### src/rtl/sand_frame_scheduler.sv
// Frame-level scheduler for the falling-sand engine: paces updater passes, muxes the VRAM
// write port between brush and updater, then copies/clears the scratch RAM. Optional: SIM_PAUSE_EN.
module sand_frame_scheduler #(
  parameter int ACTIVE_COLUMNS = 640,
  parameter int ACTIVE_ROWS    = 480,
  parameter int ADDR_WIDTH     = $clog2(ACTIVE_COLUMNS*ACTIVE_ROWS),
  parameter int DATA_WIDTH     = 2,
  parameter int STEP_DIVIDER   = 2
) (
  input  logic                  clk_i,
  input  logic                  reset_ni,
  input  logic                  frame_tick_i,
  output logic                  sim_ready_o,
  input  logic                  sim_done_i,
  input  logic                  sim_vram_wr_en_i,
  input  logic [ADDR_WIDTH-1:0] sim_vram_wr_address_i,
  input  logic [DATA_WIDTH-1:0] sim_vram_wr_data_i,
  input  logic                  draw_req_i,
  input  logic [ADDR_WIDTH-1:0] draw_address_i,
  input  logic [DATA_WIDTH-1:0] draw_data_i,
  output logic                  draw_ack_o,
  output logic                  vram_wr_en_o,
  output logic [ADDR_WIDTH-1:0] vram_wr_address_o,
  output logic [DATA_WIDTH-1:0] vram_wr_data_o,
  output logic [ADDR_WIDTH-1:0] ram_rd_address_o,
  input  logic [DATA_WIDTH-1:0] ram_rd_data_i,
  output logic                  ram_wr_en_o,
  output logic [ADDR_WIDTH-1:0] ram_wr_address_o,
  output logic [DATA_WIDTH-1:0] ram_wr_data_o,
  output logic                  busy_o,
  output logic                  overrun_o,
`ifdef SIM_PAUSE_EN
  input  logic                  pause_i,
  input  logic                  step_i,
`endif
  output logic [1:0]            dbg_state_o
);

  localparam int N    = ACTIVE_COLUMNS * ACTIVE_ROWS;
  localparam int FC_W = $clog2(STEP_DIVIDER) + 1;
  // One extra bit so the read counter can hold N on the final write-only cycle.
  localparam int RC_W = ADDR_WIDTH + 1;
  localparam logic [RC_W-1:0] N_RC = RC_W'(N);
  localparam logic [FC_W-1:0] FC_LAST = FC_W'(STEP_DIVIDER - 1);

  typedef enum logic [1:0] {ST_IDLE, ST_SIM, ST_COPY} state_e;

  state_e          state_q, state_d;
  logic [FC_W-1:0] fc_q, fc_d;
  logic            pending_q, pending_d;
  logic            overrun_q, overrun_d;
  logic [RC_W-1:0] rc_q, rc_d;
  logic [RC_W-1:0] wr_idx;
  logic            step_due;
  logic            paused;
  logic            step_req;

  assign step_due    = frame_tick_i && (fc_q == FC_LAST);
  assign busy_o      = (state_q != ST_IDLE);
  assign overrun_o   = overrun_q;
  assign dbg_state_o = state_q;
  assign wr_idx      = rc_q - RC_W'(1);

`ifdef SIM_PAUSE_EN
  assign paused   = pause_i;
  assign step_req = pause_i && step_i;
`else
  assign paused   = 1'b0;
  assign step_req = 1'b0;
`endif

  always_comb begin
    fc_d = fc_q;
    if (frame_tick_i) begin
      fc_d = (fc_q == FC_LAST) ? '0 : fc_q + FC_W'(1);
    end
  end

  always_comb begin
    state_d           = state_q;
    pending_d         = pending_q;
    overrun_d         = overrun_q;
    rc_d              = rc_q;
    sim_ready_o       = 1'b0;
    draw_ack_o        = 1'b0;
    vram_wr_en_o      = 1'b0;
    vram_wr_address_o = '0;
    vram_wr_data_o    = '0;
    ram_rd_address_o  = '0;
    ram_wr_en_o       = 1'b0;
    ram_wr_address_o  = '0;
    ram_wr_data_o     = '0;

    case (state_q)
      ST_IDLE: begin
        if (draw_req_i) begin
          draw_ack_o = 1'b1;
          if (RC_W'(draw_address_i) < N_RC) begin
            vram_wr_en_o      = 1'b1;
            vram_wr_address_o = draw_address_i;
            vram_wr_data_o    = draw_data_i;
          end
        end else if (pending_q) begin
          sim_ready_o = 1'b1;
          pending_d   = 1'b0;
          state_d     = ST_SIM;
        end
      end
      ST_SIM: begin
        vram_wr_en_o      = sim_vram_wr_en_i;
        vram_wr_address_o = sim_vram_wr_address_i;
        vram_wr_data_o    = sim_vram_wr_data_i;
        if (sim_done_i) begin
          state_d = ST_COPY;
          rc_d    = '0;
        end
      end
      ST_COPY: begin
        if (rc_q < N_RC) begin
          ram_rd_address_o = rc_q[ADDR_WIDTH-1:0];
        end
        // Data for the address read last cycle arrives now: forward to VRAM, clear in RAM.
        if (rc_q != '0) begin
          vram_wr_en_o      = 1'b1;
          vram_wr_address_o = wr_idx[ADDR_WIDTH-1:0];
          vram_wr_data_o    = ram_rd_data_i;
          ram_wr_en_o       = 1'b1;
          ram_wr_address_o  = wr_idx[ADDR_WIDTH-1:0];
        end
        if (rc_q == N_RC) begin
          state_d = ST_IDLE;
          rc_d    = '0;
        end else begin
          rc_d = rc_q + RC_W'(1);
        end
      end
      default: state_d = ST_IDLE;
    endcase

    // Evaluated after the launch so a step falling due in the launch cycle is not lost.
    if (step_due && !paused) begin
      if (state_q == ST_IDLE) pending_d = 1'b1;
      else                    overrun_d = 1'b1;
    end
    if (step_req) pending_d = 1'b1;
  end

  always_ff @(posedge clk_i or negedge reset_ni) begin
    if (!reset_ni) begin
      state_q   <= ST_IDLE;
      fc_q      <= '0;
      pending_q <= 1'b0;
      overrun_q <= 1'b0;
      rc_q      <= '0;
    end else begin
      state_q   <= state_d;
      fc_q      <= fc_d;
      pending_q <= pending_d;
      overrun_q <= overrun_d;
      rc_q      <= rc_d;
    end
  end

endmodule

### config.mk
export PLATFORM = sky130hd
export DESIGN_NAME = sand_frame_scheduler
export DESIGN_NICKNAME = d
export VERILOG_FILES = /design/src/rtl/sand_frame_scheduler.sv
export SDC_FILE = /design/constraint.sdc
export NUM_CORES = 1
export LEC_CHECK = 0
export CELL_PAD_IN_SITES_DETAIL_PLACEMENT = 1
export CELL_PAD_IN_SITES_GLOBAL_PLACEMENT = 2
export CORE_ASPECT_RATIO = 0.9
export CORE_MARGIN = 5
export CORE_UTILIZATION = 22
export CTS_CLUSTER_SIZE = 40
export DETAILED_ROUTE_END_ITERATION = 8
export PLACE_DENSITY = 0.82
export SYNTH_ARGS = -nofsm -noshare
export SYNTH_HDL_FRONTEND = slang
export SYNTH_SLANG_ARGS = --single-unit
### constraint.sdc
create_clock -name clk_i -period 3.43 [get_ports clk_i]
set_input_delay 0.686 -clock clk_i [delete_from_list [all_inputs] [get_ports clk_i]]
set_output_delay 0.686 -clock clk_i [all_outputs]
set_load 0.05 [all_outputs]
# == Yosys cells after proc, flatten, opt, wreduce, memory -nomap -nowiden ==
# Index checks and enable logic that the tools add are counted.
# Widths: inputs -> output; s select.
# totals
in_bits,50
regBits,26
elab_cells,61
# op_classes
n_reduce_logical,8
bitwise_logic,1
n_eq_ne,8
n_mux,34
n_lt_le_gt_ge,2
addsub,3
# ops
cell,n
$mux 19,6
$pmux 19 s3,1
$mux 20,2
$pmux 20 s2,1
$add 20x1->20 const B,1
$eq 20x19->1 const B,1
$lt 20x19->1 const B,1
$reduce_bool 20->1,1
$lt 19x19->1 const B,1
$sub 19x1->19 const B,1
$mux 2,8
$mux 1,13
$pmux 2 s3,2
$ne 2x2->1 const B,4
$eq 2x1->1 const B,2
$reduce_and 2->1,2
$reduce_and 4->1,1
$reduce_bool 2->1,2
$pmux 1 s3,1
$add 2x1->2 const B,1
$eq 2x2->1 const B,1
$logic_not 2->1,1
$logic_and 1x1->1,1
$not 1->1,1

# == Depth between registers and ports, before layout ==
# logic_depth
ltp_word,4
mapped_depth,10
ltp_nobuf,8

# == Least setup slack after synthesis ==
# OpenSTA, ideal clock, no wires.
# synth_timing
path_kind,reg2out
start,register state_q[0] (netlist: dbg_state_o[0])
end,output port vram_wr_address_o[10]
arrival_time_ns,3.131
path_stages_with_launch,8
t_required_ns,2.744
slack_ns,-0.387
cell_sequence,dfrtp_1 > clkbuf_1 > nor2_1 > and2_1 > a21boi_1 > clkbuf_1 > a22oi_1 > o22ai_1
# synth_via
elab_chain_len,2
# synth_lines
element,line,source
"start, declared",48,"state_e state_q, state_d;"
"start signal, assigned",156,state_q <= state_d;
$eq 2x2->1 (tied with other cells),94,case (state_q)
$pmux 19 s3 (*),94,
"end, declared",23,"output logic [ADDR_WIDTH-1:0] vram_wr_address_o,"
# Mark *: on every way between the ends. The rest lies on a longest branch, timed or not.

# == Worst setup path in the final report ==
# layout_timing
start,register rc_q[1]
end,output port vram_wr_address_o[17]
# layout_via
elab_chain_len,3
# layout_lines
element,line,source
"start, declared",52,"logic [RC_W-1:0] rc_q, rc_d;"
"start signal, assigned",160,rc_q <= rc_d;
$sub 19x1->19 or $reduce_bool 20->1 (tied branches),"62, 123",
$mux 19 (*),123,if (rc_q != '0) begin
$pmux 19 s3 (*),94,
# Marked as above.

==> run metrics <==
Synthesis Warnings=0; synthesized area per cell=7.649 um^2; P_leak=1.903 nW; # placed instances=556; Setup CP Type=register to output port; Max-Cap Viols=0; reg2reg setup slack=1090 ps; post-route worst setup slack=74.43 ps; Hold Vio Cnt, Final=0; pin count of the biggest net entering global routing=28; IO Port Bufs=116; Root Driver=clkbuf_16; vias=2916; Core Area=10810 um^2; most frequent cells in the layout=clkdlybuf4s50_1 (54), buf_4 (51), buf_12 (40); WL final=10960 um; TritonRoute pass-1 iters=5; final period utilization=0.9783; cts bufs inserted=3; Crit path max-delay family=simple AND/OR/NAND/NOR gates; post-synthesis cell area=2425 um^2; Startpoint Class=register; Multi-input gate area=1649 um^2; drt drc=0; via/cell ratio=5.107; Crit path top cell by count=or4_4; CP bufs+invs=2; Antenna Nets Post-Route=0; initial antenna violation count=0; Boundary Pins=119; diode count=0; Max VDD drop=0.0001546 V; die width=120.7 um; Critical Path RT=2740 ps; reg2reg path depth=5; final setup fails=0; Layout area overhead=80.50%; post-layout min period=3356 ps; Avg WL per Cell=19.19 um; sequential fraction of the synthesis area=0.2683; Final Instance Count excl. Fillers=571; Slew headroom=0.5370; Final GP Congestion=0.8149; Slowest cell on crit path=or4_4; crit-path max FO=7; H-tree depth=1; Post-synth ARST share=1.000; most common cell after layout, fill and taps aside=clkdlybuf4s50_1; Slowest Stage Delay on Critical Path=520 ps; Max Clock Freq=0.2980 GHz; first-pass GRT wire length=16520 um; total of flip-flops plus latches after synthesis=26; layout cells sized above 1=0.2831; Top FF cell, synth=dfrtp_1; PD cells=154.1 nW/um^2; CTS tree=built; Crit. End Element=output port; die area=13220 um^2; Crit Reg-Reg Startpoint=dbg_state_o[0]; Nets=492; Filler Cell Count=1272; Worst Skew=5.572 ps; gr ovfl total=0; hold path start=fc_q[0]; clock sinks=26; All-Layer GR Usage=0.1559; # rows=36; CP Cell Sequence=buf_4, or4_4, or4_4, or3_1, a21oi_4, o21bai_2, buf_12; starting density of the core=0.2243; total power=0.6746 mW; vias in the first global route=2937; actual slew at the worst max-slew pin=689.9 ps; cts hold-fix bufs=0; Hold Crit Class=register to register; worst skew pair latency=260 ps; cells after synthesis=317; Die Span Y=109.6 um; worst flop-to-flop path endpoint=rc_q[7]; Hold Crit Endpoint=fc_q[0]; CTS max path bufs=2; Seq. cell area=650.6 um^2; DPL Wire Length=8442 um; Post-Place Worst Slack=275.4 ps; Clock Pin Slew Worst Setup and Hold Paths=70 ps; drt initial violations=193; Worst Hold Depth=1; number of flops mapped to enable cells by yosys=0; Critical Path AT=2670 ps; Yosys cell types=53; status=complete, no violations; Slew Viols, Final=0
[logic make-up after synthesis]
group                    after synthesis  synth area share
AO/OA/AOI/OAI                         78            0.2229
multiplexers                           4           0.01651
AND/OR/NAND/NOR                      146            0.3442
flip-flops                            26            0.2683
buffers and inverters                 44           0.07843
other                                  1          0.001547
adder cells (fa/ha/maj)                2           0.01032
XOR/XNOR                              16           0.05779
[Yosys cell counts, types with 3 or more instances]
cell type	count	area, um^2
a21o_1	4	30.03
a21oi_1	17	85.08
a221o_1	9	90.09
a222oi_1	4	40.04
a22oi_1	5	37.54
a31oi_1	5	31.28
and2_1	6	37.54
and3_1	22	137.6
buf_2	5	25.02
buf_4	3	22.52
clkbuf_1	24	90.09
dfrtp_1	26	650.6
inv_1	10	37.54
mux2i_1	4	40.04
nand2_1	24	90.09
nand3_1	19	95.09
nand4_1	5	31.28
nor2_1	27	101.4
nor3_1	5	25.02
nor4_1	5	31.28
o21ai_0	15	75.07
o22ai_1	7	43.79
or3_1	12	75.07
xnor2_1	9	78.83
xor2_1	7	61.31
[state kept, by name, indices dropped and copies added (netlist names), named ones only]
name         flops
rc_q            20
dbg_state_o      2
fc_q             2
overrun_o        1
[through the flow]
stage | setup TNS, ps | hold WS, ps | utilization | instance area (um^2)
2_1_floorplan | -121.6 | 390.4 | - | 2475
3_3_place_gp | 0 | 461.4 | 0.3852 | 4164
3_5_place_dp | 0 | 484.1 | 0.3852 | 4164
4_1_cts | 0 | 497.4 | 0.3928 | 4247
5_1_grt | -2.717 | 531.6 | 0.4049 | 4377
6_report | 0 | 499.8 | 0.4049 | 4377
[worst max-delay path by stage]
stage	cells after the start	end	slack (ps)	startpoint
finish	7	vram_wr_address_o[17]	70	rc_q[1]
CTS	10	vram_wr_data_o[1]	3	rc_q[1]
global placement	7	vram_wr_address_o[17]	330	rc_q[1]
floorplan	6	vram_wr_address_o[0]	-40	dbg_state_o[1]
detailed placement	7	vram_wr_address_o[17]	280	rc_q[1]
global route	10	vram_wr_data_o[1]	-3	rc_q[1]
[layer usage]
layer / up-vias / part of all wire / global-route usage
met5: - / 0 / 0
met4: 0 / 0.0079 / 0.03236
met3: 4 / 0.062 / 0.02572
met2: 107 / 0.44 / 0.2521
met1: 1400 / 0.49 / 0.2200
li1: 1405 / - / -
[report_power, final]
group | leakage [nW] | switching (mW) | internal, mW
registers | 0.341 | 0.00567 | 0.313
clock network | 0.0370 | 0.108 | 0.155
logic | 1.52 | 0.0352 | 0.0584
total | 1.90 | 0.149 | 0.526
[layout make-up]
cell class                      instances  area share
Clock buffer                            3     0.01715
Tap cell                              133     0.03802
Timing Repair Buffer                  150      0.4099
Inverter                               11    0.009434
Sequential cell                        26      0.1487
Multi-Input combinational cell        248      0.3768
[worst register-to-register path: stages, from the launching register on]
cell     delay, ps
dfrtp_1        540
nor2b_1        320
buf_4          320
o21a_1         620
o21ai_0        210
a31oi_1        240
[what timing repair did]
action,CTS,global route
gates resized for setup,1,9
gates cloned,0,1
pin swaps,1,4
endpoints found under the setup margin,1,12
buffers inserted,0,11
Power figures use the tool's default switching activity.
